File: src/rtl/cpu_run_checker.sv
// Run monitor for the multi-cycle cpu core: counts events, detects the jump-to-self halt,
// compares captured stores against an expected table and reports pass/fail/timeout.

// One check channel: latched address/expected value, last captured store, seen flag.
module cpu_run_chk_lane #(
  parameter int DATA_W = 32,
  parameter int ADDR_W = 32
) (
  input  logic              clk,
  input  logic              rst_n,
  input  logic              load,
  input  logic              cap_en,
  input  logic              eval,
  input  logic [ADDR_W-1:0] chk_addr,
  input  logic [DATA_W-1:0] chk_exp,
  input  logic [ADDR_W-1:0] mem_addr,
  input  logic [DATA_W-1:0] mem_wdata,
  output logic              fail
);
  logic [ADDR_W-1:0] addr_q, addr_d;
  logic [DATA_W-1:0] exp_q, exp_d, cap_q, cap_d;
  logic              seen_q, seen_d, fail_q, fail_d;

  always_comb begin
    addr_d = addr_q;
    exp_d  = exp_q;
    cap_d  = cap_q;
    seen_d = seen_q;
    fail_d = fail_q;
    if (load) begin
      addr_d = chk_addr;
      exp_d  = chk_exp;
      cap_d  = '0;
      seen_d = 1'b0;
      fail_d = 1'b0;
    end else begin
      // last write wins
      if (cap_en && (mem_addr == addr_q)) begin
        cap_d  = mem_wdata;
        seen_d = 1'b1;
      end
      if (eval) fail_d = !seen_q || (cap_q != exp_q);
    end
  end

  always_ff @(posedge clk or negedge rst_n) begin
    if (!rst_n) begin
      addr_q <= '0;
      exp_q  <= '0;
      cap_q  <= '0;
      seen_q <= 1'b0;
      fail_q <= 1'b0;
    end else begin
      addr_q <= addr_d;
      exp_q  <= exp_d;
      cap_q  <= cap_d;
      seen_q <= seen_d;
      fail_q <= fail_d;
    end
  end

  assign fail = fail_q;
endmodule

File: config.mk
export PLATFORM = sky130hd
export DESIGN_NAME = cpu_run_chk_lane
export DESIGN_NICKNAME = d
export VERILOG_FILES = /design/src/rtl/cpu_run_checker.sv
export SDC_FILE = /design/constraint.sdc
export NUM_CORES = 1
export LEC_CHECK = 0
export CAP_MARGIN = 20
export CORE_ASPECT_RATIO = 0.75
export CORE_MARGIN = 1
export CORE_UTILIZATION = 35
export CTS_BUF_LIST = sky130_fd_sc_hd__clkbuf_8 sky130_fd_sc_hd__clkbuf_16
export CTS_CLUSTER_DIAMETER = 40
export CTS_CLUSTER_SIZE = 25
export DETAILED_ROUTE_END_ITERATION = 16
export GPL_TIMING_DRIVEN = 1
export PLACE_DENSITY = 0.68
export SLEW_MARGIN = 20
export SYNTH_ARGS = -nofsm -noshare
export SYNTH_HDL_FRONTEND = slang
export SYNTH_SLANG_ARGS = --single-unit
File: constraint.sdc
create_clock -name clk -period 5.21 [get_ports clk]
set_clock_uncertainty 0.15 [all_clocks]
set_input_delay 0.7815 -clock clk [delete_from_list [all_inputs] [get_ports clk]]
set_output_delay 0.7815 -clock clk [all_outputs]
set_load 0.03 [all_outputs]
Word level (Yosys, flattened, before mapping)
Index checks and enable logic that the tools add are counted.
{ "word_totals": {"mem_count": 0, "reg_bits": 98, "romBits": 0, "output_inout_bits": 1, "inputBits": 133, "ram_bits": 0, "elab_cells": 18, "latchBits": 0} }
{ "classes": {"n_div": 0, "n_shift": 0, "order_cmp": 0, "n_mul": 0, "bitwise": 0, "mux": 6, "n_addsub": 0, "n_eq_ne": 2, "reduce_logical": 5} }
{ "op_table": {"columns": ["op", "n"], "rows": [
  ["two-way mux 32 bit", 2],
  ["== test 32 bit", 1],
  ["!= test 32 bit", 1],
  ["two-way mux 1 bit", 4],
  ["nonzero test 2 bit", 2],
  ["logical AND 1 bit", 1],
  ["zero test 1 bit", 1],
  ["logical OR 1 bit", 1]
]} }

Longest topological paths before layout
Gate-level depths: netlist of the first run.
{ "depth": {"ltp_word": 4, "mapped_depth": 6, "mapped_depth_nobuf": 5} }

Least setup slack after synthesis of the first run
Ideal clock, no wire load.
{ "synth_timing": {"path_type": "input to register", "start": "input mem_addr[13]", "end": "register cap_q[10]", "path_buffers": 1, "required_time_ns": 4.936, "setup_time_ns": 0.124, "cell_stages": 6, "arrival_time_ns": 1.868, "setup_slack_ns": 3.068, "path_cell_list": "xnor2_1 -> nand4_1 -> nor4_2 -> nand4_2 -> buf_6 -> mux2i_1"} }
{ "synth_via": {"elab_chain_cells": 3} }
{ "synth_lines": {"columns": ["element", "line_no", "source"], "rows": [
  ["start, declared", "16", "input logic [ADDR_W-1:0] mem_addr,"],
  ["== test 32 bit", "38", "if (cap_en && (mem_addr == addr_q)) begin"],
  ["logical AND 1 bit", "38", null],
  ["nonzero test 2 bit (no line)", null, null],
  ["end signal, assigned", "56", "cap_q <= cap_d;"],
  ["end, declared", "21", "logic [DATA_W-1:0] exp_q, exp_d, cap_q, cap_d;"]
]} }
No other way between the ends.
A chain may end at the register's enable or synchronous reset.

Worst setup path in the final report of the first run
{ "layout_timing": {"start": "input mem_addr[30]", "end": "register cap_q[30]"} }
The elaborated chain is that of the path after synthesis.

==> results of run 1 <==
cells by family (layout without fill, tap and decap cells):
family	count (synthesis)	after routing	synth area share, %
compound gates	2	2	0.266
flops	98	98	52.1
simple gates	88	88	11.8
xor+xnor	64	64	11.9
buf+inv	18	152	1.91
mux	96	96	22.1
power breakdown:
| group | internal [mW] | total (mW) | switching [mW] |
|---|---|---|---|
| Sequential | 0.811 | 0.846 | 0.0347 |
| Combinational | 0.178 | 0.268 | 0.0903 |
| Clock | 0.421 | 0.711 | 0.290 |
| Total | 1.41 | 1.83 | 0.415 |
state kept, by name, indices dropped and copies added (netlist names):
name and count:
cap_q 32, exp_q 32, fail 1, addr_q 32
seen_q 1
final timing paths:
check	to	slack, ns
worst max-delay path	cap_q[30]	1.78
worst min-delay path	addr_q[11]	0.35
worst max register to register	cap_q[30]	2.24
worst min register to register	seen_q	0.37
max in group asynchronous	exp_q[0]	3.53
min in group clk	seen_q	0.37
layout make-up:
class	count	area [sq um]
clock buffers	9	225
clock inverters	7	95.1
fillers	1140	6550
inverters	1	3.75
multi-input cells	250	2180
flip-flops and latches	98	2450
well taps	171	214
repair buffers	135	1340
routing by layer:
layer  up-vias  wire, microns  GRT usage (%)
met5         -              0              0
met4         0            127           6.15
met3        10            450           3.82
met2        74           4820           25.7
met1      1471           5010           21.9
li1       1495              -              -
placed cells by master (no fill, tap or decap), types with 3 or more instances in the layout:
master,count
dfrtp_1,98
nor4_1,8
clkinv_4,3
xnor2_1,33
clkbuf_16,9
xor2_1,31
clkdlybuf4s50_1,131
buf_4,4
nand4_1,9
mux2_2,64
nand2b_1,64
mux2i_1,32
worst register-to-register path, cell delays in order (launching register included):
cell and delay, ns:
dfrtp_1 0.39, xor2_1 0.16, nor4_1 0.84, nand4_4 0.90
mux2i_1 0.43
==> results list, run 1 <==
* Placed insts: around 660
- The number of max-slew violations in the final report came to 0.
* Cell family with most CP delay: simple AND/OR/NAND/NOR gates
- STA classifies the critical path startpoint as a primary input.
- Routed Antenna Nets: 0
* Prevailing post-synth register cell: dfrtp_1
- Averaged over all synthesized cells, the footprint is between 10 and 15 sq um.
- Synthesized flop and latch total: 98
- The number of different library cells used by synthesis comes to 19.
- Final worst hold slack: between 0.3 and 0.4 ns
- Worst-case vdd ir drop: 0.144 mV
- Mapped Nets: approximately 500
* Slowest cell delay on critical path: roughly 0.90 ns
- Counting flops with a built-in enable in the synthesized netlist gives 0.
- The commonest cells after synthesis are 98 x dfrtp_1, 64 x mux2_2, 64 x nand2b_1.
- Max Buffers Root-to-Sink: 2
- Area fraction of the dominant cell type after synthesis: approximately 52%
- Clock transition at path regs: ~0.070 ns
* Via/cell ratio: 4.55
- Clock tree from TritonCTS: yes
- TritonCTS Buffers: 9
- Unrepaired setup endpoints after global routing: false
- Cell depth of the worst setup path: 5
* Buffering stage count on the worst path with inverters included: 1
- The count of buffers added on input and output ports is ~130.
- STA classifies the critical path endpoint as a flip-flop.
- At the later pin of the worst-skew pair, clock insertion delay measures approximately 0.34 ns.
- Max-cap violations: 0
* Std cell rows: 36
- Detailed-router iteration count before antenna repair: 4
- Of all nets on the critical path, the largest fanout is 33.
- Source of the worst register-to-register timing path: addr_q[29]
* Maximum number of pins on one net before global-route repair: just under 100
- Max stage delay cell, worst path: nand4_4
- By area the synthesized netlist is led by dfrtp_1 52%, mux2_2 15%, nand2b_1 8.5%.
- Total power after layout: 1.83 mW
* Placer's final routability congestion estimate: between 0.7 and 0.8
* CP arrival: 3.52 ns
- Data required time at the worst endpoint: 5.30 ns
- Utilization after layout: about half
* Worst slack at placement: between 1 and 1.5 ns
- Timing would allow up to 292 MHz.
* Synthesized cell area: 4710 sq um
- Average wire per cell in the routed design: around 16 microns
- Crit path from: mem_addr[30]
- In this run the count of I/O pins placed on the die edge is 134.
- Traced cell by cell, the critical path runs through clkdlybuf4s50_1 > xor2_1 > nor4_1 > nand4_4 > mux2i_1.
* Fraction of the yosys area taken by sequential cells: around 52%
* Number of warnings reported in the yosys synthesis log: 0
- Initial detailed-routing violation count: 116
- The count of cells in the finished layout, fillers not included, comes to 671.
- Summed over all layers, the global routing overflow is 0.
- After routing, the total negative slack on setup checks comes to 0 ns.
- Placed Instance Area: between 6000 and 7000 sq um
* Share of final-layout standard cells stronger than drive strength 1: ~17%
- After the last flow step, the layout net total stands at around 630.
- Counting cells, the worst reg-to-reg path comes to 4.
- The tightest min-delay check is of the in -> async type.
- At the pin with the least slew margin, the transition time is just under 1 ns.
- Yosys top cell by area: dfrtp_1
* Master cell of the clock root buffer: clkbuf_16
- The first global-routing pass estimated 16,800 microns of wire.
- Synthesis handed over a netlist of approximately 370 instances.
- For this design, the CTS-stage hold fixing added 0 buffers.
* Cell with the most instances after synthesis: dfrtp_1
* Power density over cell area: about 280 nW/um^2
- The number of endpoints with negative hold slack in the final report came to 0.
- Count of clock tree sinks: about 100
- After synthesis, the share of flip-flops with an asynchronous set or reset is between 90% and 100%.
* Antenna violations before repair: 0
* Post-route fraction of the period consumed by the critical path: between 60% and 70%
- After floorplanning, the core was sized to cover about 13,000 sq um.
* Count of instances resized after the clock tree is built: 0
- Initial cell density of the core: 36.1%
- Total detailed-routing wirelength: approximately 10,000 microns
* Syn-to-layout area delta: 38.2%
- Horizontal die dimension: 136 microns
* Setup CP Type: in -> reg
* Setup violation total in the final timing report: 0
* Half-perimeter wire length after placement: 7490 microns
- Die outline area: 13,900 sq um
- The worst pin sits at a relative slew slack of between 30% and 40%.
- In this run the number of H-tree levels came out at 3.
- Number of global-route vias before repair: 3,275
- Tot GR Track Use: ~16%
- Leakage Power: 2.86 nW
- Cell area after layout: roughly 6500 sq um
- Status: complete, no violations
- In this run the post-CTS setup repair buffer count came out at 0.
- The worst path in the final design needs a cycle of approximately 3.4 ns, including I/O delays and setup.
* Vias: 3,050
* # DRC: 0
- Final Worst Setup Slack: around 1.8 ns
- Antenna cell count: 0
- The die is approximately 100 microns tall.
Note: power is estimated with default switching activity, not from simulation.
==> run 2, diff against run 1 <==
- clock period: 5.21 -> 3.4 ns (I/O delays scaled with it)
==> run 2 against run 1 <==
  * Power increased by 63%
  * Non-clock buffer count is 5 higher
  * Routed wire length grew 0.72%
  * Largest cell class unchanged
  * Clock-buffer cell count grew 1
  * Utilization grew 0.75 points
  * Die area unchanged
  * Flip-flop and latch count did not move
  * Hold slack worse by 0.35 ns
  * Sequential share of layout area decreased by 0.56 points
==> results list, run 2 (synthesis results as in run 1) <==
* Half-perimeter wire length after placement: 7690 microns (+2.6%)
- The max-capacitance violation count is 0 (unchanged).
* Regs by FF count: addr_q x32, cap_q x32, exp_q x32
- Total detailed-routing wirelength: 10,500 microns (+0.72%)
- Based on the critical path, the design can be clocked at up to 441 MHz.
- The height of the die came to 102 microns (unchanged).
- Area of the core region: 13,100 sq um (unchanged)
* Initial cell density of the core: 36.1% (unchanged)
- The area growth from synthesis to layout is 40.2%.
* Type of element launching the critical path: primary input
* Cell family with most CP delay: buffers and inverters
- The path class of the tightest hold or removal check is in -> async.
- Power density over cell area: 449 nW/um^2 (+60%)
- The actual slew at the worst max-slew pin came to 0.629 ns (-0.364 ns).
- The endpoint identified for the worst register-to-register timing path is cap_q[18].
- The detail-routed via count per cell came to 4.58 (+0.82%).
* Relative slew margins: 58.1% (+25 points)
* Detailed-router iteration count before antenna repair: 4 (unchanged)
* Sum of overflow across all layers after global routing: 0 (unchanged)
- The total number of placement rows was 36 (unchanged).
- The flow ran to the end, and the final reports show no timing, DRC or antenna violations.
- CP arrival: 2.32 ns (-1.20 ns)
- Cell Chain, Critical Path: clkdlybuf4s50_1 > xnor2_1 > nand3_1 > nor3_1 > nand4_4 > buf_4 > mux2i_1
- Post-route fraction of the period consumed by the critical path: 66.8%
* Clock transition at path regs: 0.07 ns (about the same)
* Data required time at the worst endpoint: 3.45 ns (-1.85 ns)
* Post-CTS setup buffers: 0 (unchanged)
* Clock tree from TritonCTS: yes
- Count of instances resized after the clock tree is built: 0 (unchanged)
- Number of buffers inserted by port buffering: 133 (unchanged)
* Max stage delay cell, worst path: clkdlybuf4s50_1
* Number of global-route vias before repair: 3,330 (+1.7%)
- Number of max-slew violations in the final report: 0 (unchanged)
- Vias: 3,098 (+1.6%)
- The total track usage is 16.3% (about the same).
* Antenna violations before repair: 0 (unchanged)
* Maximum fanout along the worst path: 33 (unchanged)
- The buffer and inverter count on the worst path is 2 (+1).
* TritonCTS Buffers: 9 (unchanged)
- Source of the worst register-to-register timing path: addr_q[24]
- Total Neg Setup Slack: 0 ns (unchanged)
* Setup CP Type: in -> reg
- # DRC: 0 (unchanged)
- Total power after layout: 2.97 mW (+63%)
* Master cell of the clock root buffer: clkbuf_16
* Worst slack at placement: 0.765 ns (-0.597 ns)
* Utilization after layout: 50.6% (+0.75 points)
- H-tree depth: 3 (unchanged)
- The most critical setup path has its endpoint at cap_q[18].
- The instance area at placement came to 6240 sq um (+0.81%).
- The stage delay of the slowest cell on the critical path came to 0.49 ns (-0.41 ns).
- The clock group share of total power is 42.3% (+3.3 points).
- The net switching power came to 0.636 mW (+53%).
* Final worst path period need: roughly 2.3 ns
- Placer's final routability congestion estimate: 0.786 (+3.5%)
- The number of nets in the layout is 633 (+0.80%).
* Seq pwr share: 43.7% (-2.7 points)
- The wire length of the first global-routing pass was 16,900 microns (+0.65%).
* Setup violation total in the final timing report: 0 (unchanged)
- Final Worst Setup Slack: 1.13 ns (-0.651 ns)
- Internal Pwr Total: 2.33 mW (+65%)
* Antenna cell count: 0 (unchanged)
- The reg-to-reg setup timing slack came to 1.36 ns (-0.88 ns).
- Maximum number of pins on one net before global-route repair: 59 (-40%)
- Cell area after layout: 6610 sq um (+1.5%)
* Hold violation count in the final report: 0 (unchanged)
- The switching fraction of total power was 21.4% (-1.3 points).
- Horizontal die dimension: 136 microns (unchanged)
- Max Buffers Root-to-Sink: 2 (unchanged)
- Average wire per cell in the routed design: 15.5 microns (about the same)
* Leakage Power: 2.91 nW (+1.8%)
- Quantity of hold-fixing buffers added after cts: 0 (unchanged)
* Combinational share of power: 14.0% (-0.7 points)
- Crit path from: mem_addr[17]
* Cell depth of the worst setup path: 7 (+2)
- Endpoint kind of the worst setup timing path: flip-flop
* Share of final-layout standard cells stronger than drive strength 1: 17.8% (+0.82 points)
* Count of clock tree sinks: 98 (unchanged)
- Initial detailed-routing violation count: 78 (-33%)
- The number of top-level pins came to 134 (unchanged).
* Most common cell after layout, fill and taps aside: clkdlybuf4s50_1
- Die outline area: 13,900 sq um (unchanged)
* Routed Antenna Nets: 0 (unchanged)
- The top cell types in the final layout, fill and taps aside, are 131 x clkdlybuf4s50_1, 98 x dfrtp_1, 64 x mux2_2, 64 x nand2b_1, 33 x xnor2_1.
* Source-to-sink clock delay at the later pin of the worst-skew pair: 0.35 ns (about the same)
- Setup repair after global routing left no endpoint under its margin.
- The depth of the most critical reg-to-reg path was 6 (+2).
* Worst-case vdd ir drop: 0.226 mV (+57%)
[run 2: cell types whose count changed in the layout (fill, tap and decap cells not counted)]
cell	change
clkbuf_8	+1
buf_12	+1
bufinv_16	+2
buf_4	+4
clkinv_4	-3
[run 2: area by class of cell]
| cell class | instances | area, sq um |
|---|---|---|
| Clock buffer | 10 | 239 |
| Clock inverter | 6 | 129 |
| Fill cell | 1161 | 6460 |
| Inverter | 1 | 3.75 |
| Multi-Input combinational cell | 250 | 2180 |
| Sequential cell | 98 | 2450 |
| Tap cell | 171 | 214 |
| Timing Repair Buffer | 140 | 1390 |
[run 2: worst min-delay path by stage]
| stage | start | to | slack [ns] |
|---|---|---|---|
| 4_1_cts | rst_n | addr_q[29] | 0.02 |
| 5_1_grt | rst_n | addr_q[29] | 0.03 |
| 3_3_place_gp | seen_q | seen_q | 0.35 |
| 2_1_floorplan | rst_n | addr_q[0] | 0.06 |
| 3_5_place_dp | seen_q | seen_q | 0.36 |
| 6_report | rst_n | cap_q[3] | 0.005 |
[run 2: through the flow]
step / std cells / hold slack [ns]
3_5_place_dp: 660 / 0.361
4_1_cts: 676 / 0.0221
3_3_place_gp: 660 / 0.353
2_1_floorplan: 366 / 0.0644
6_report: 676 / 0.00499
5_1_grt: 676 / 0.0341
[run 2: layer usage]
| layer | share of wire [%] | global-route usage (%) |
|---|---|---|
| met1 | 48 | 21.3 |
| met2 | 46 | 26.4 |
| met3 | 4.4 | 3.67 |
| met4 | 1.5 | 6.41 |
| met5 | 0 | 0 |
[run 2: worst reg2reg max path: stages (launching register included)]
cell     delay [ns]
dfrtp_1        0.39
xnor2_1        0.17
nand4_1        0.12
nor3_1         0.41
nand4_4        0.12
buf_4          0.34
mux2i_1        0.20
[run 2: power groups by stage]
stage / clock (mW) / combinational (mW) / sequential [mW]
2_1_floorplan: 0 / 0.197 / 1.31
3_3_place_gp: 0 / 0.414 / 1.32
3_5_place_dp: 0 / 0.422 / 1.32
4_1_cts: 1.29 / 0.425 / 1.30
5_1_grt: 1.32 / 0.454 / 1.31
6_report: 1.25 / 0.416 / 1.30
